==> src/rtl/i_buf_if.sv <==
// Pad-side bundle for i_buf: raw asynchronous input and the filtered level, edge pulses and edge count.
interface i_buf_if;
  logic       I;
  logic       O;
  logic       rise;
  logic       fall;
  logic [7:0] edge_count;

  modport master (output I, input O, rise, fall, edge_count);
  modport slave  (input I, output O, rise, fall, edge_count);
endinterface

==> src/rtl/i_buf.sv <==
// Input buffer for an asynchronous pad: multi-flop synchronizer followed by a
// consecutive-cycle glitch filter, with registered edge pulses and an edge counter.
module i_buf #(
  parameter int   SYNC_STAGES = 2,
  parameter int   FILTER_LEN  = 4,
  parameter logic INIT        = 1'b0
) (
  input  logic   osc,
  input  logic   rst,
  i_buf_if.slave bus
);

  logic [SYNC_STAGES-1:0] r_sync;
  logic                   r_o;
  logic                   r_rise;
  logic                   r_fall;
  logic [7:0]             r_cnt;
  logic [7:0]             r_edge_count;

  logic                   w_s;
  logic                   w_diff;
  logic                   w_accept;
  logic [8:0]             w_cnt_inc;

  assign w_s       = r_sync[SYNC_STAGES-1];
  assign w_diff    = (w_s != r_o);
  // 9-bit compare so FILTER_LEN up to 255 never aliases through an 8-bit wrap
  assign w_cnt_inc = {1'b0, r_cnt} + 9'd1;
  assign w_accept  = w_diff && (w_cnt_inc == 9'(FILTER_LEN));

  always_ff @(posedge osc) begin
    if (rst) begin
      r_sync       <= {SYNC_STAGES{INIT}};
      r_o          <= INIT;
      r_cnt        <= 8'd0;
      r_rise       <= 1'b0;
      r_fall       <= 1'b0;
      r_edge_count <= 8'd0;
    end else begin
      r_sync <= {r_sync[SYNC_STAGES-2:0], bus.I};
      r_rise <= 1'b0;
      r_fall <= 1'b0;
      if (!w_diff) begin
        r_cnt <= 8'd0;
      end else if (w_accept) begin
        r_o          <= w_s;
        r_cnt        <= 8'd0;
        r_rise       <= w_s;
        r_fall       <= ~w_s;
        r_edge_count <= r_edge_count + 8'd1;
      end else begin
        r_cnt <= w_cnt_inc[7:0];
      end
    end
  end

  assign bus.O          = r_o;
  assign bus.rise       = r_rise;
  assign bus.fall       = r_fall;
  assign bus.edge_count = r_edge_count;

endmodule

==> src/flat_wrapper.sv <==
// flat-port wrapper written by rule: the top's interface ports become plain ports
module i_buf_flat 
#(
  parameter int   SYNC_STAGES = 2,
  parameter int   FILTER_LEN  = 4,
  parameter logic INIT        = 1'b0
)
  (osc, rst, bus_I, bus_O, bus_rise, bus_fall, bus_edge_count);
  i_buf_if bus_i ();
  input  logic osc;
  input  logic rst;
  input wire logic [$bits(bus_i.I)-1:0] bus_I;
  output wire logic [$bits(bus_i.O)-1:0] bus_O;
  output wire logic [$bits(bus_i.rise)-1:0] bus_rise;
  output wire logic [$bits(bus_i.fall)-1:0] bus_fall;
  output wire logic [$bits(bus_i.edge_count)-1:0] bus_edge_count;
  assign bus_i.I = bus_I;
  assign bus_O = bus_i.O;
  assign bus_rise = bus_i.rise;
  assign bus_fall = bus_i.fall;
  assign bus_edge_count = bus_i.edge_count;
  i_buf #(.SYNC_STAGES(SYNC_STAGES), .FILTER_LEN(FILTER_LEN), .INIT(INIT)) u_core (.osc(osc), .rst(rst), .bus(bus_i));
endmodule
==> config.mk <==
export PLATFORM = sky130hd
export DESIGN_NAME = i_buf_flat
export DESIGN_NICKNAME = d
export VERILOG_FILES = /design/src/rtl/i_buf_if.sv /design/src/rtl/i_buf.sv /design/src/flat_wrapper.sv
export SDC_FILE = /design/constraint.sdc
export NUM_CORES = 1
export LEC_CHECK = 0
export ABC_AREA = 1
export CAP_MARGIN = 5
export CORE_AREA = 2 2 51 71
export CTS_CLUSTER_SIZE = 20
export DETAILED_ROUTE_END_ITERATION = 10
export DIE_AREA = 0 0 53 73
export HOLD_SLACK_MARGIN = 0.15
export PLACE_DENSITY_LB_ADDON = 0.05
export SYNTH_ARGS = -nofsm -noshare
export SYNTH_HDL_FRONTEND = slang
export SYNTH_SLANG_ARGS = --single-unit
export TNS_END_PERCENT = 50
==> constraint.sdc <==
create_clock -name osc -period 3.76 [get_ports osc]
set_input_delay 0.564 -clock osc [delete_from_list [all_inputs] [get_ports osc]]
set_output_delay 0.564 -clock osc [all_outputs]
set_load 0.02 [all_outputs]
### Word level (Yosys, flattened, before mapping)

Index checks and enable logic that the tools add are counted.

* bits of input ports: 3
* bits in registers: 21
* logic and storage cells: 17

* add/subtract/negate cells: 2
* reductions and logical operators: 4
* equality and inequality tests: 2
* bitwise gates (word level): 3

Operators with widths (count)
* 8-bit by 1-bit adder with 9-bit output (second input constant): 1
* 9-bit by 3-bit equality test with 1-bit output (second input constant): 1
* 8-bit by 1-bit adder with 8-bit output (second input constant): 1
* 3-bit OR reduction: 2
* 1-bit inverter: 3
* 2-bit AND reduction: 1
* 1-bit logical AND: 1
* 1-bit != test: 1

### Depth between registers and ports, before layout

* depth after elaboration: 5
* mapped depth: 11
* mapped depth without buffers: 11

### Least setup slack after synthesis

No wires, ideal clock.

* kind: flip-flop to flip-flop
* start point: register u_core.r_cnt[0]
* end point: register u_core.r_edge_count[6], in the netlist u_core.bus.edge_count[6]
* library setup time: 0.115 ns
* cell stages (with the launch flop): 12
* arrival time: 1.373 ns
* slack: 2.272 ns
* path through: dfxtp_1 ha_1 nand2_1 nor2_1 nand2_1 nand2_1 nand2_2 nand2_4 nor2_8 buf_12 a21oi_1 nor2_1

* cells in the longest elaborated chain, start to end: 4

RTL lines
* start, declared: line i_buf.sv:17 `logic [7:0] r_cnt;`
* start signal, assigned: line i_buf.sv:52 `r_cnt <= w_cnt_inc[7:0];`
* 8-bit by 1-bit adder with 9-bit output: line i_buf.sv:28 `assign w_cnt_inc = {1'b0, r_cnt} + 9'd1;`
* 9-bit by 3-bit equality test with 1-bit output: line i_buf.sv:29 `assign w_accept = w_diff && (w_cnt_inc == 9'(FILTER_LEN));`
* 1-bit logical AND: line i_buf.sv:29
* 2-bit AND reduction (no line)
* end signal, assigned: line i_buf.sv:50 `r_edge_count <= r_edge_count + 8'd1;`
* end, declared: line i_buf.sv:18 `logic [7:0] r_edge_count;`

No other way between the ends.
A chain may end at the register's enable or synchronous reset.

### Worst setup path in the final report

* start point: register u_core.r_edge_count[2], in the netlist u_core.bus.edge_count[2]
* end point: output bus_edge_count[2]

RTL lines
* end, declared: line flat_wrapper.sv:16 `output wire logic [$bits(bus_i.edge_count)-1:0] bus_edge_count;`

No word-level cell between the ends.

==> results.ini <==
[yosys]
synth_fa_ha_area_frac=0.0230
synth_warnings=0
synth.most_common_cell=nand2_1
synth_common_cells=nand2_1 (34), nor2_1 (25), dfxtp_1 (21), inv_1 (21), nand3_1 (13)
synth.area.top_cells=dfxtp_1 (39%), nand2_1 (12%), nor2_1 (8.6%)
synth_cells=152
ys_types=23
synth_seq_area_share=0.386
synth_area_leader_cell=dfxtp_1
synth_top_family_by_area=simple AND/OR/NAND/NOR gates
synth.area.mux_share=0
async_reset_ff_frac=0
synth_area_um2=1090
syn-num-nets=157
synth_compound_area_frac=0.0851
synth.ff_latch_count=21
synth-simple-area-share=0.386
synth.top_cell.area_share=0.386
synthXorXnorAreaFrac=0.00805
synth_ff_type=dfxtp_1
synth_edf_count=0
syn_avg_cell_area_um2=7.16

[sta]
period_share=0.506
rsz0062_at_grt=false
max_freq_ghz=0.526
fin_crit_ns=1.90
slew_headroom=0.795
setup_viol=0
clock_skew_ns=0.00382
drv_slew=0
hold_viol_final=0
fin_tns_setup_ns=0
worst_pin_slew_ns=0.306
finalHoldWorstSlack_ns=0.406

[finish]
final_layout_size_suffix_gt1_frac=0.138
synthToLayoutAreaGrowth_pct=18.2
layout.cells.non_filler=207
final_cell_area_um2=1290
diodes=0
fill_cells=356
seq_area_um2=420
layout.nets=173
multi_input_area_um2=547

[power]
p_leak_nw=0.474
vdd_ir_drop_max_mv=0.140
p_per_area_nw_per_um2=299
fin_total_pwr_mw=0.384

[global_routing]
grt_usage=0.123
grt_pass1_vias=867
grt-ovfl-total=0
grt_pass1_wl_mm=3.55
antenna_found_initial=0
grt_max_degree=18

[placed_design]
dpl.hpwl_mm=1.63
dp.cells=203
place.gp.congestion=0.717
io_buffers=13
placed_cell_area_um2=1240

[clocking]
clk_latency_ns=0.26
clock_path_buffers=2
root_buffer=clkbuf_8
post-cts-setup-buffer-count=0
cts_buffers=3
clkSlewWorstSetupHoldPaths_ns=0.08
htree_levels=1
cts_hold_buf=0
cts_tree=yes
clock_sinks=21
ctsResizeCount=0

[die]
fp.dieW_um=53
design.die.area_um2=3870
start_util=0.331
ioPinCount=14
fp.coreArea_um2=3280
fp.dieH_um=73
row_count=25

[critical_path]
max_stage_delay_ns=0.65
worst_setup_path_start_kind=register
crit_slowest_cell=clkdlybuf4s50_1
arrival_ns=1.34
endpoint_kind=output port
worstPathRequired_ns=3.20
crit_buf_inv=1
r2r_slack_ns=2.06
worst_path_dominant_cell_family=buffers and inverters
crit_fanout=5
crit_chain=clkdlybuf4s50_1
critical_path_class=reg -> out

[route]
wl_mm=2.06
viasPerCell=4.54
post_drt_wl_per_cell_um=9.93
route.detailed.drc=0
firstDrtPassIters=4
via_count=939
ant_nets=0
first_iter_violations=20

[flow_run]
max_cap_violations=0

[worst_hold_path]
hold_path_class=reg -> reg

[run_status]
status=completed

## logic make-up (layout without fill, tap and decap cells)
logic type	count (synthesis)	count (layout)
and+or+nand+nor	88	88
DFF	21	21
AOI/OAI and AO/OA	14	14
adders and majority gates	2	2
xor gates and xnor gates	1	1
buffers and inverters	26	41
## placed cells by master, fill, tap and decap left out, types with 4 or more instances in the layout
master,instances
nand2_1,34
a21oi_2,6
inv_1,21
nand2_2,4
clkdlybuf4s50_1,13
dfxtp_1,21
nand3_1,13
a21oi_1,5
nor2_1,25
## state kept, by name (all words and copies together), names as in the netlist
signal and count:
u_core.bus.fall 1, u_core.r_cnt 8, u_core.r_sync 2, u_core.bus.rise 1, u_core.bus.O 1, u_core.bus.edge_count 8
## stage by stage
step,setup WS (ns),util
2_1_floorplan,2.27,-
3_3_place_gp,1.90,0.377
3_5_place_dp,1.89,0.377
4_1_cts,1.83,0.392
5_1_grt,1.77,0.392
6_report,1.86,0.392
## path summary, 6_finish.rpt
| check | from | depth (start not counted) | to |
|---|---|---|---|
| max | u_core.bus.edge_count[2]$_SDFFE_PP0P_ | 1 | bus_edge_count[2] |
| min | u_core.r_sync[0]$_SDFF_PP0_ | 2 | u_core.r_sync[1]$_SDFF_PP0_ |
| max reg2reg | u_core.r_cnt[0]$_SDFF_PP0_ | 10 | u_core.bus.edge_count[7]$_SDFFE_PP0P_ |
| min reg2reg | u_core.r_sync[0]$_SDFF_PP0_ | 2 | u_core.r_sync[1]$_SDFF_PP0_ |
## where the power goes
part / switching (mW) / internal (mW) / total [mW]
Sequential: 0.000977 / 0.223 / 0.224
Combinational: 0.00726 / 0.00400 / 0.0113
Clock: 0.0740 / 0.0747 / 0.149
Total: 0.0822 / 0.302 / 0.384
## cell type report
cell class,count,area share
timing repair buffer,13,0.101
tap,40,0.0389
sequential,21,0.327
clock inverter,1,0.00584
clock buffer,3,0.0321
inverter,24,0.0700
multi-input combinational,105,0.425
## routing by layer
layer,global-route usage,share of wire
met3,0.0246,0.031
met1,0.137,0.43
met2,0.213,0.53
met5,0,0
met4,0.0684,0.012
Power figures use the tool's default switching activity.
